## src/rtl/lamp_switch_ctrl.sv

```systemverilog
// Dashboard switch input stage for water_lamp: two-flop synchronisers,
// per-switch debounce, left/right/hazard turn-mode FSM and registered lamp enables.
module lamp_switch_ctrl #(
  parameter int unsigned DEB_CYCLES = 16,
  parameter int unsigned CNT_W      = 5
) (
  input  logic       clk,
  input  logic       rstN,
  input  logic       swL,
  input  logic       swR,
  input  logic       swBrake,
  input  logic       swDoor,
  output logic       rstL,
  output logic       rstR,
  output logic       rstBrake,
  output logic       rstDoor,
  output logic [1:0] mode,
  output logic       chg
);

  localparam int unsigned NSW   = 4;
  localparam int unsigned IDX_L = 0;
  localparam int unsigned IDX_R = 1;
  localparam int unsigned IDX_B = 2;
  localparam int unsigned IDX_D = 3;
  localparam logic [CNT_W-1:0] CNT_LAST = CNT_W'(DEB_CYCLES - 1);

  typedef enum logic [1:0] {
    ST_IDLE   = 2'b00,
    ST_LEFT   = 2'b01,
    ST_RIGHT  = 2'b10,
    ST_HAZARD = 2'b11
  } state_t;

  logic [NSW-1:0]   raw;
  logic [NSW-1:0]   sync1;
  logic [NSW-1:0]   sync2;
  logic [NSW-1:0]   db;
  logic [CNT_W-1:0] cnt [NSW];

  logic   req_l;
  logic   req_r;
  logic   req_h;
  state_t state;
  state_t state_nxt;

  assign raw = {swDoor, swBrake, swR, swL};

  // Two-flop synchroniser for every raw switch
  always_ff @(posedge clk or negedge rstN) begin
    if (!rstN) begin
      sync1 <= '0;
      sync2 <= '0;
    end else begin
      sync1 <= raw;
      sync2 <= sync1;
    end
  end

  // Debounce: accept a new level only after DEB_CYCLES consecutive differing samples
  always_ff @(posedge clk or negedge rstN) begin
    if (!rstN) begin
      db <= '0;
      for (int i = 0; i < NSW; i++) cnt[i] <= '0;
    end else begin
      for (int i = 0; i < NSW; i++) begin
        if (sync2[i] == db[i]) begin
          cnt[i] <= '0;
        end else if (cnt[i] == CNT_LAST) begin
          db[i]  <= sync2[i];
          cnt[i] <= '0;
        end else begin
          cnt[i] <= cnt[i] + CNT_W'(1);
        end
      end
    end
  end

  assign req_l = db[IDX_L] & ~db[IDX_R];
  assign req_r = db[IDX_R] & ~db[IDX_L];
  assign req_h = db[IDX_L] &  db[IDX_R];

  // Turn-mode next state; a change of turn side always passes through IDLE
  always_comb begin
    state_nxt = ST_IDLE;
    case (state)
      ST_IDLE: begin
        if (req_h)      state_nxt = ST_HAZARD;
        else if (req_l) state_nxt = ST_LEFT;
        else if (req_r) state_nxt = ST_RIGHT;
        else            state_nxt = ST_IDLE;
      end
      ST_LEFT: begin
        if (req_h)      state_nxt = ST_HAZARD;
        else if (req_l) state_nxt = ST_LEFT;
        else            state_nxt = ST_IDLE;
      end
      ST_RIGHT: begin
        if (req_h)      state_nxt = ST_HAZARD;
        else if (req_r) state_nxt = ST_RIGHT;
        else            state_nxt = ST_IDLE;
      end
      ST_HAZARD: begin
        if (req_h)      state_nxt = ST_HAZARD;
        else            state_nxt = ST_IDLE;
      end
      default: state_nxt = ST_IDLE;
    endcase
  end

  // State register plus registered enables, all updated on the same edge
  always_ff @(posedge clk or negedge rstN) begin
    if (!rstN) begin
      state    <= ST_IDLE;
      rstL     <= 1'b0;
      rstR     <= 1'b0;
      rstBrake <= 1'b0;
      rstDoor  <= 1'b0;
      chg      <= 1'b0;
    end else begin
      state    <= state_nxt;
      rstL     <= (state_nxt == ST_LEFT)  || (state_nxt == ST_HAZARD);
      rstR     <= (state_nxt == ST_RIGHT) || (state_nxt == ST_HAZARD);
      rstBrake <= db[IDX_B];
      rstDoor  <= db[IDX_D];
      chg      <= (state_nxt != state);
    end
  end

  assign mode = state;

endmodule

```

## config.mk

```make
export PLATFORM = sky130hd
export DESIGN_NAME = lamp_switch_ctrl
export DESIGN_NICKNAME = d
export VERILOG_FILES = /design/src/rtl/lamp_switch_ctrl.sv
export SDC_FILE = /design/constraint.sdc
export NUM_CORES = 1
export LEC_CHECK = 0
export ABC_AREA = 0
export BUFFER_PORTS_ARGS = -buffer_cell sky130_fd_sc_hd__buf_2
export CAP_MARGIN = 5
export CORE_MARGIN = 2
export CORE_UTILIZATION = 40
export CTS_CLUSTER_DIAMETER = 50
export DETAILED_ROUTE_END_ITERATION = 8
export GPL_ROUTABILITY_DRIVEN = 0
export PLACE_DENSITY_LB_ADDON = 0.12
export RECOVER_POWER = 25
export SYNTH_ARGS = -nofsm -noshare
export SYNTH_HDL_FRONTEND = slang
export SYNTH_SLANG_ARGS = --single-unit
```

## constraint.sdc

```tcl
create_clock -name clk -period 1.1 [get_ports clk]
set_input_delay 0.055 -clock clk [delete_from_list [all_inputs] [get_ports clk]]
set_output_delay 0.055 -clock clk [all_outputs]
set_load 0.02 [all_outputs]
```

==> results.py, run 1 <==
metrics = {
    "status": {
        "status": "complete, but fails checks",
        "failed_checks": "setup timing",
    },
    "timing": {
        "rsz0062_at_grt": "true",
        "fmax_mhz": 844,
        "fin_worst_skew_ns": 0.00428,
        "fin_ws_ns": -0.0849,
        "maxSlewViolCount": 0,
        "relSlewSlack": 0.670,
        "worstMarginPinSlew_ns": 0.495,
        "fin_crit_sh": 1.08,
        "setup_violations": 8,
        "timing.hold.ws_ns": 0.314,
        "period_needed_ns": 1.18,
        "hold_viol": 0,
    },
    "worst_setup_path": {
        "cp_cell_sequence": "ha_4, nand3_4, nor2_2, mux2_4",
        "critPathRequiredTime_ns": 1.34,
        "cp_slowest_cell": "dfrtp_1",
        "ff2ff_path_depth": 4,
        "r2r_slack_ns": -0.08,
        "cp-end-kind": "flip-flop",
        "crit_type": "reg2reg",
        "cpPeakStageDelay_ns": 0.43,
        "cp_max_fo": 2,
        "cp.arrival_ns": 1.42,
        "start_kind": "flip-flop",
    },
    "synthesis": {
        "syn_inst": 104,
        "ys_seq_area_frac": 0.687,
        "async_reset_ff_frac": 1.00,
        "yosys.area.top_type": "dfrtp_1",
        "netlist.area_leader.share": 0.687,
        "ys_ff_latch": 38,
        "synth_most_common_cell": "dfrtp_1",
        "synth_common_cells": "38 x dfrtp_1, 13 x nor2_1, 12 x xor2_1",
        "yosysWarnings": 0,
        "synth-edff-count": 0,
        "synth_fp_nets": 114,
        "netlist_area_um2": 1380,
        "yosysUniqueCellTypes": 14,
        "synthTopCellsByArea": "dfrtp_1 69%, xor2_1 7.6%, ha_1 3.6%",
        "avgSynthCellArea_um2": 13.3,
        "synth_ff_type": "dfrtp_1",
    },
    "pwr": {
        "power_switching_share": 0.232,
        "clock_power_share": 0.307,
        "ir_drop_mv": 0.817,
        "p_leak_nw": 0.952,
        "power.internal_mw": 1.86,
        "finalPower_mw": 2.43,
        "comb_power_share": 0.079,
        "p_per_area_nw_per_um2": 1280,
        "switchingPower_uw": 562,
        "seqPwrFrac": 0.615,
    },
    "final_layout": {
        "drive_gt1_frac": 0.421,
        "diodes": 0,
        "final_util": 0.570,
        "area_growth_pct": 37.4,
        "finalNetCount": 154,
        "fillers": 294,
    },
    "run": {
        "maxCapViolCount": 0,
    },
    "clock_tree": {
        "clock_latency_ns": 0.34,
        "htreeDepth": 2,
        "clock_path_buffers": 2,
        "cts.sinks": 38,
        "cts_tree": "built",
        "ctsRootBufferMaster": "clkbuf_4",
        "clk_pin_slew_ns": 0.11,
        "cts_made_buffers": 5,
    },
    "grt": {
        "first_global_vias": 907,
        "grt_use_total": 0.126,
        "grt_pass1_wl_um": 3760,
        "gr-total-overflow": 0,
        "grt_max_degree": 39,
        "antenna_found_initial": 0,
    },
    "die": {
        "start_util": 0.415,
        "chipWidth_um": 62.8,
        "die-area_um2": 3950,
        "io-pin-count": 13,
        "rows": 21,
        "die_h_um": 62.8,
        "core_area_um2": 3340,
    },
    "drt": {
        "num_vias": 859,
        "wl_per_cell_um": 11.5,
        "ant_nets": 0,
        "drt_iter0_drc": 24,
        "drt_wl_total_um": 2200,
        "drt-vias-per-instance": 4.50,
        "drtPass1Iterations": 4,
        "drc_errors": 0,
    },
    "hold_path": {
        "hold_class": "in2async",
    },
    "placement": {
        "dp_hpwl_um": 1380,
        "io_buffers": 12,
    },
}
metrics by stage:
step,cells,setup WS [ns],TNS (ns),cell area (µm²)
6_report,191,-0.0849,-0.344,1900
4_1_cts,189,-0.0859,-0.439,1760
5_1_grt,191,-0.128,-0.981,1900
3_3_place_gp,175,-0.0555,-0.185,1630
2_1_floorplan,104,-0.0504,-0.199,1410
3_5_place_dp,175,-0.101,-0.332,1630
layout make-up:
class	instances	area (µm²)	share of cell area
flip-flops and latches	38	951	0.500
multi-input cells	62	569	0.299
repair buffers	34	253	0.133
well taps	46	57.6	0.0303
clock buffers	7	55.1	0.0289
inverters	3	11.3	0.00592
clock inverters	1	5.00	0.00263
power groups by stage:
stage / Sequential (mW) / Clock (mW) / Combinational (mW)
floorplan: 1.50 / 0 / 0.0619
global placement: 1.50 / 0 / 0.140
detailed placement: 1.51 / 0 / 0.146
CTS: 1.48 / 0.788 / 0.168
global route: 1.50 / 0.863 / 0.216
finish: 1.49 / 0.744 / 0.190
kinds of logic (layout without fill, tap and decap cells):
group	after synthesis	after routing	share of synthesized area
AOI/OAI and AO/OA	7	7	0.0253
DFF	38	38	0.687
buffers and inverters	4	45	0.0136
adders and majority gates	4	4	0.0362
muxes	4	4	0.0325
xor gates and xnor gates	14	14	0.0886
and+or+nand+nor	33	33	0.117
worst paths after layout:
path | from | end
max reg2reg | cnt[5] | db[2]
max | cnt[5] | db[2]
min | rstN | cnt[18]
min reg2reg | sync1[0] | sync2[0]
min in group clk | swBrake | sync1[2]
max in group asynchronous | rstN | sync1[0]
per-layer routing:
metal,vias to the layer above,track usage,part of all wire
met5,-,0,0
met4,0,0.0667,0.015
met3,4,0.0486,0.043
met2,18,0.214,0.52
met1,419,0.135,0.43
li1,418,-,-
worst max-delay path, delay by kind of cell, from the launching register on:
kind                       cells  cell delay (ns)
adders and majority gates      1             0.18
muxes                          1             0.30
DFF                            1             0.43
and+or+nand+nor                2             0.17
placed cells by master, fill, tap and decap left out:
cell type	count
and2_1	7
mux2_4	4
ha_2	2
clkbuf_1	1
clkbuf_4	6
nand3_2	3
inv_1	3
xor2_1	9
clkinv_2	1
o21ai_2	2
clkbuf_8	1
o21ai_4	2
nor2_1	8
buf_2	12
buf_6	4
dlygate4sd3_1	5
nor2_2	4
ha_4	2
and3_1	4
xor2_2	3
nand3_1	3
nand3_4	2
xnor2_1	2
nand2_1	1
buf_4	12
a21oi_1	3
dfrtp_1	38
nor2_4	1
flip-flops by register name, summed over array words and instances (netlist names):
signal    flops
chg           1
cnt          20
db            4
mode          1
rstBrake      1
rstDoor       1
rstL          1
rstR          1
sync1         4
sync2         4
timing repair:
item	CTS	global route
gates cloned	0	0
setup endpoints to repair	11	18
resized for setup	5	23
pin swaps	6	3
endpoints found under the hold margin	42	0
setup buffers	1	2
hold buffers	5	0
No activity file was read; power rests on OpenSTA's default activity.
==> inputs of run 2 (changes only) <==
--- a/config.mk
+++ b/config.mk
@@ -9,10 +9,11 @@
 export BUFFER_PORTS_ARGS = -buffer_cell sky130_fd_sc_hd__buf_2
 export CAP_MARGIN = 5
 export CORE_MARGIN = 2
-export CORE_UTILIZATION = 40
+export CORE_UTILIZATION = 30
 export CTS_CLUSTER_DIAMETER = 50
 export DETAILED_ROUTE_END_ITERATION = 8
 export GPL_ROUTABILITY_DRIVEN = 0
+export HOLD_SLACK_MARGIN = 0.08
 export PLACE_DENSITY_LB_ADDON = 0.12
 export RECOVER_POWER = 25
 export SYNTH_ARGS = -nofsm -noshare
==> constraint.sdc (replaced) <==
create_clock -name clk -period 1.2 [get_ports clk]
set_input_delay 0.06 -clock clk [delete_from_list [all_inputs] [get_ports clk]]
set_output_delay 0.06 -clock clk [all_outputs]
set_load 0.02 [all_outputs]
==> results.py, run 2 (same netlist as run 1, synthesis figures left out) <==
metrics = {
    "hold_path": {
        "min_path_cells": 0,
        "holdPathEnd": "sync2[1]",
        "hold_class": "reg2reg",
        "min_from": "sync1[1]",
    },
    "timing": {
        "fin_ws_ns": 0.0161,
        "worstMarginPinSlew_ns": 0.508,
        "fmax_mhz": 845,
        "maxSlewViolCount": 0,
        "relSlewSlack": 0.661,
        "fin_crit_sh": 0.987,
        "timing.hold.ws_ns": 0.347,
        "rsz0062_at_grt": "true",
        "fin_setup_tns_ns": 0,
        "period_needed_ns": 1.18,
        "hold_viol": 0,
        "setup_violations": 0,
        "fin_worst_skew_ns": 0.00448,
    },
    "drt": {
        "ant_nets": 0,
        "drt_iter0_drc": 34,
        "wl_per_cell_um": 11.7,
        "drc_errors": 0,
        "num_vias": 824,
        "drt_wl_total_um": 2260,
        "drt-vias-per-instance": 4.25,
        "drtPass1Iterations": 4,
    },
    "final_layout": {
        "diodes": 0,
        "drive_gt1_frac": 0.373,
        "finalNetCount": 153,
        "final_common_cell": "dfrtp_1",
        "layoutNonFillerInstCount": 194,
        "layout_common_cells": "38 x dfrtp_1, 14 x buf_4, 12 x xor2_1, 12 x buf_2, 9 x nor2_1",
        "largest_reg_flops": 20,
        "top_register": "cnt",
        "finalInstanceArea_um2": 1850,
        "final_util": 0.421,
        "area_growth_pct": 33.5,
    },
    "clock_tree": {
        "cts_tree": "built",
        "clk_pin_slew_ns": 0.07,
        "htreeDepth": 2,
        "clock_latency_ns": 0.28,
        "cts.sinks": 38,
        "clock_path_buffers": 2,
        "cts_made_buffers": 5,
        "ctsRootBufferMaster": "clkbuf_8",
    },
    "die": {
        "core_area_um2": 4380,
        "rows": 24,
        "die_h_um": 71.9,
        "start_util": 0.316,
        "chipWidth_um": 71.9,
        "io-pin-count": 13,
        "die-area_um2": 5170,
    },
    "pwr": {
        "power.internal_mw": 1.86,
        "power_switching_share": 0.216,
        "finalPower_mw": 2.37,
        "ir_drop_mv": 0.413,
        "p_per_area_nw_per_um2": 1280,
        "p_leak_nw": 0.940,
        "comb_power_share": 0.068,
        "switchingPower_uw": 513,
        "clock_power_share": 0.358,
        "seqPwrFrac": 0.574,
    },
    "placement": {
        "dp_hpwl_um": 1380,
        "dpl_worst_slack_ns": -0.00955,
        "dpl.cell_count": 178,
        "place_area_um2": 1580,
        "io_buffers": 12,
    },
    "grt": {
        "grt_max_degree": 39,
        "first_global_vias": 814,
        "antenna_found_initial": 0,
        "grt_pass1_wl_um": 3730,
        "grt_use_total": 0.0984,
        "gr-total-overflow": 0,
    },
    "worst_setup_path": {
        "cp-end-kind": "flip-flop",
        "r2r_slack_ns": 0.02,
        "timing.rr.end": "db[3]",
        "ff2ff_path_depth": 4,
        "rr_startpoint": "cnt[1]",
        "crit_type": "reg2reg",
        "start_kind": "flip-flop",
        "cp_max_fo": 3,
        "critPathRequiredTime_ns": 1.37,
        "cp.arrival_ns": 1.36,
    },
    "run": {
        "maxCapViolCount": 0,
    },
    "status": {
        "status": "complete, no violations",
    },
}
-- run 2: cell types whose count changed in the layout (fill, tap and decap cells not counted), sizes merged --
cell    before  now
clkbuf       8    7
clkinv       1    0
buf         28   27
-- run 2: layer usage --
metal  vias up  share of wire  wire, µm  track usage
met3         5          0.037        84       0.0514
met1       396           0.46      1050        0.118
met2        12           0.48      1090        0.142
li1        411              -         -            -
met5         -              0         0            0
met4         0          0.020        45       0.0566
-- run 2: critical path, cell delays in order (launching register included) --
cell     delay [ns]
dfrtp_1        0.39
ha_4           0.17
nand3_4        0.09
nor2_4         0.12
mux2_4         0.30
-- run 2: power by group through the flow --
stage	Sequential, mW	Clock (mW)	Combinational (mW)
2_1_floorplan	1.38	0	0.0535
3_3_place_gp	1.38	0	0.119
3_5_place_dp	1.38	0	0.123
4_1_cts	1.36	0.895	0.146
5_1_grt	1.37	0.945	0.186
6_report	1.36	0.848	0.161
-- run 2: worst max path at each step --
stage | from | end | slack, ns | cells after the start
floorplan | cnt[0] | db[3] | 0.04 | 4
global placement | cnt[5] | db[2] | 0.02 | 4
detailed placement | cnt[5] | db[2] | -0.01 | 4
CTS | cnt[11] | cnt[12] | -0.002 | 5
global route | cnt[5] | db[2] | -0.04 | 4
finish | cnt[1] | db[3] | 0.02 | 4
-- run 2: final cells by class --
cell class,count,area [µm²]
inverters,3,11.3
repair buffers,33,234
well taps,52,65.1
flip-flops and latches,38,951
fillers,433,2540
multi-input cells,62,503
clock buffers,6,82.6
-- run 2: timing repair --
item,in CTS,in global routing
endpoints found under the setup margin,2,10
setup buffers,3,3
hold buffers,5,0
endpoints found under the hold margin,42,0
pin swaps,2,7
resized for setup,3,20
==> inputs of run 3 (changes only) <==
--- a/config.mk
+++ b/config.mk
@@ -7,7 +7,7 @@
 export LEC_CHECK = 0
 export ABC_AREA = 0
 export BUFFER_PORTS_ARGS = -buffer_cell sky130_fd_sc_hd__buf_2
-export CAP_MARGIN = 5
+export CORE_ASPECT_RATIO = 0.8
 export CORE_MARGIN = 2
 export CORE_UTILIZATION = 30
 export CTS_CLUSTER_DIAMETER = 50
==> results.py, run 3 (same netlist as run 1, synthesis figures left out) <==
metrics = {
    "clock_tree": {
        "clock_path_buffers": 2,
        "ctsRootBufferMaster": "clkbuf_8",
        "cts_made_buffers": 5,
        "cts_tree": "built",
        "htreeDepth": 2,
        "cts.sinks": 38,
        "clock_latency_ns": 0.28,
        "clk_pin_slew_ns": 0.07,
    },
    "final_layout": {
        "drive_gt1_frac": 0.324,
        "final_common_cell": "dfrtp_1",
        "finalNetCount": 151,
        "diodes": 0,
        "top_register": "cnt",
        "layout_common_cells": "38 x dfrtp_1, 13 x buf_2, 13 x buf_4, 12 x xor2_1, 11 x nor2_1",
        "area_growth_pct": 32.5,
        "layoutNonFillerInstCount": 202,
        "largest_reg_flops": 20,
    },
    "worst_setup_path": {
        "cp_cell_sequence": "ha_2, nand3_2, nor2_1, mux2_1",
        "cp.arrival_ns": 1.35,
        "cpPeakStageDelay_ns": 0.36,
        "critPathRequiredTime_ns": 1.36,
        "start_kind": "flip-flop",
        "crit_family": "flip-flops",
        "crit_type": "reg2reg",
        "path_buf_inv": 0,
        "cp-end-kind": "flip-flop",
        "cp_max_fo": 2,
        "cp_slowest_cell": "dfrtp_1",
    },
    "timing": {
        "fin_crit_sh": 0.989,
        "fin_setup_tns_ns": 0,
        "worstMarginPinSlew_ns": 0.804,
        "timing.hold.ws_ns": 0.344,
        "fin_worst_skew_ns": 0.00463,
        "rsz0062_at_grt": "true",
        "maxSlewViolCount": 0,
        "fin_ws_ns": 0.0136,
        "setup_violations": 0,
        "hold_viol": 0,
        "relSlewSlack": 0.464,
        "fmax_mhz": 843,
        "period_needed_ns": 1.19,
    },
    "drt": {
        "num_vias": 835,
        "wl_per_cell_um": 10.8,
        "ant_nets": 0,
        "drt_iter0_drc": 64,
        "drc_errors": 0,
        "drt-vias-per-instance": 4.13,
        "drtPass1Iterations": 2,
        "drt_wl_total_um": 2170,
    },
    "die": {
        "start_util": 0.307,
        "die-area_um2": 5180,
        "core_area_um2": 4510,
        "chipWidth_um": 79.9,
        "rows": 22,
        "die_h_um": 64.7,
        "io-pin-count": 13,
    },
    "run": {
        "maxCapViolCount": 0,
    },
    "grt": {
        "grt_max_degree": 39,
        "antenna_found_initial": 0,
        "grt_use_total": 0.0974,
        "grt_pass1_wl_um": 3770,
        "first_global_vias": 901,
        "gr-total-overflow": 0,
    },
    "placement": {
        "dpl.cell_count": 185,
        "dpl_worst_slack_ns": -0.0148,
        "io_buffers": 12,
        "dp_hpwl_um": 1400,
    },
    "pwr": {
        "ir_drop_mv": 0.677,
        "p_per_area_nw_per_um2": 1300,
        "p_leak_nw": 0.937,
        "finalPower_mw": 2.38,
    },
    "hold_path": {
        "hold_class": "reg2reg",
    },
    "status": {
        "status": "complete, no violations",
    },
}
run 3: changes by cell type in the layout (fill, tap and decap cells not counted):
cell,delta
buf_2,+1
buf_4,-1
buf_6,-1
clkbuf_1,+1
clkbuf_4,-1
clkinv_2,+1
ha_2,-1
ha_4,+1
mux2_1,+2
mux2_4,-2
nor2_1,+2
nor2_2,-2
o21ai_1,+2
o21ai_2,-2
run 3: timing repair:
action,in CTS,in global routing
setup endpoints to repair,2,9
pin swaps,4,7
hold buffers,5,0
hold endpoints to repair,42,0
resized for setup,6,11
buffers inserted,2,2
run 3: report_power, final:
part / internal, mW / total [mW] / switching [mW]
sequential: 1.33 / 1.36 / 0.0368
clock: 0.463 / 0.860 / 0.397
combinational: 0.0868 / 0.157 / 0.0707
total: 1.88 / 2.38 / 0.505
run 3: layout make-up:
type,instances,area (µm²)
fill,457,2680
multi-input combinational,62,493
timing repair buffer,31,213
sequential,38,951
clock buffer,7,86.3
clock inverter,1,5.00
tap,60,75.1
inverter,3,11.3
run 3: path summary, 6_finish.rpt:
kind | startpoint | end | slack [ns] | cells past startpoint
setup / recovery | cnt[10] | db[1] | 0.01 | 4
hold / removal | sync1[3] | sync2[3] | 0.34 | 0
setup reg to reg | cnt[10] | db[1] | 0.01 | 4
hold reg to reg | sync1[3] | sync2[3] | 0.34 | 0
max in group asynchronous | rstN | mode[1] | 0.21 | 3
min in group asynchronous | rstN | sync1[2] | 0.49 | 3
run 3: through the flow:
stage          area [µm²]  utilization
4_1_cts              1780        0.394
6_report             1830        0.406
3_3_place_gp         1600        0.354
5_1_grt              1830        0.406
3_5_place_dp         1600        0.354
2_1_floorplan        1380            -
run 3: layer usage:
| layer | wire (µm) | up-vias | global-route usage |
|---|---|---|---|
| met2 | 1090 | 10 | 0.165 |
| met4 | 40 | 0 | 0.0508 |
| met3 | 62 | 5 | 0.0376 |
| met1 | 986 | 408 | 0.106 |
| met5 | 0 | - | 0 |
| li1 | - | 412 | - |
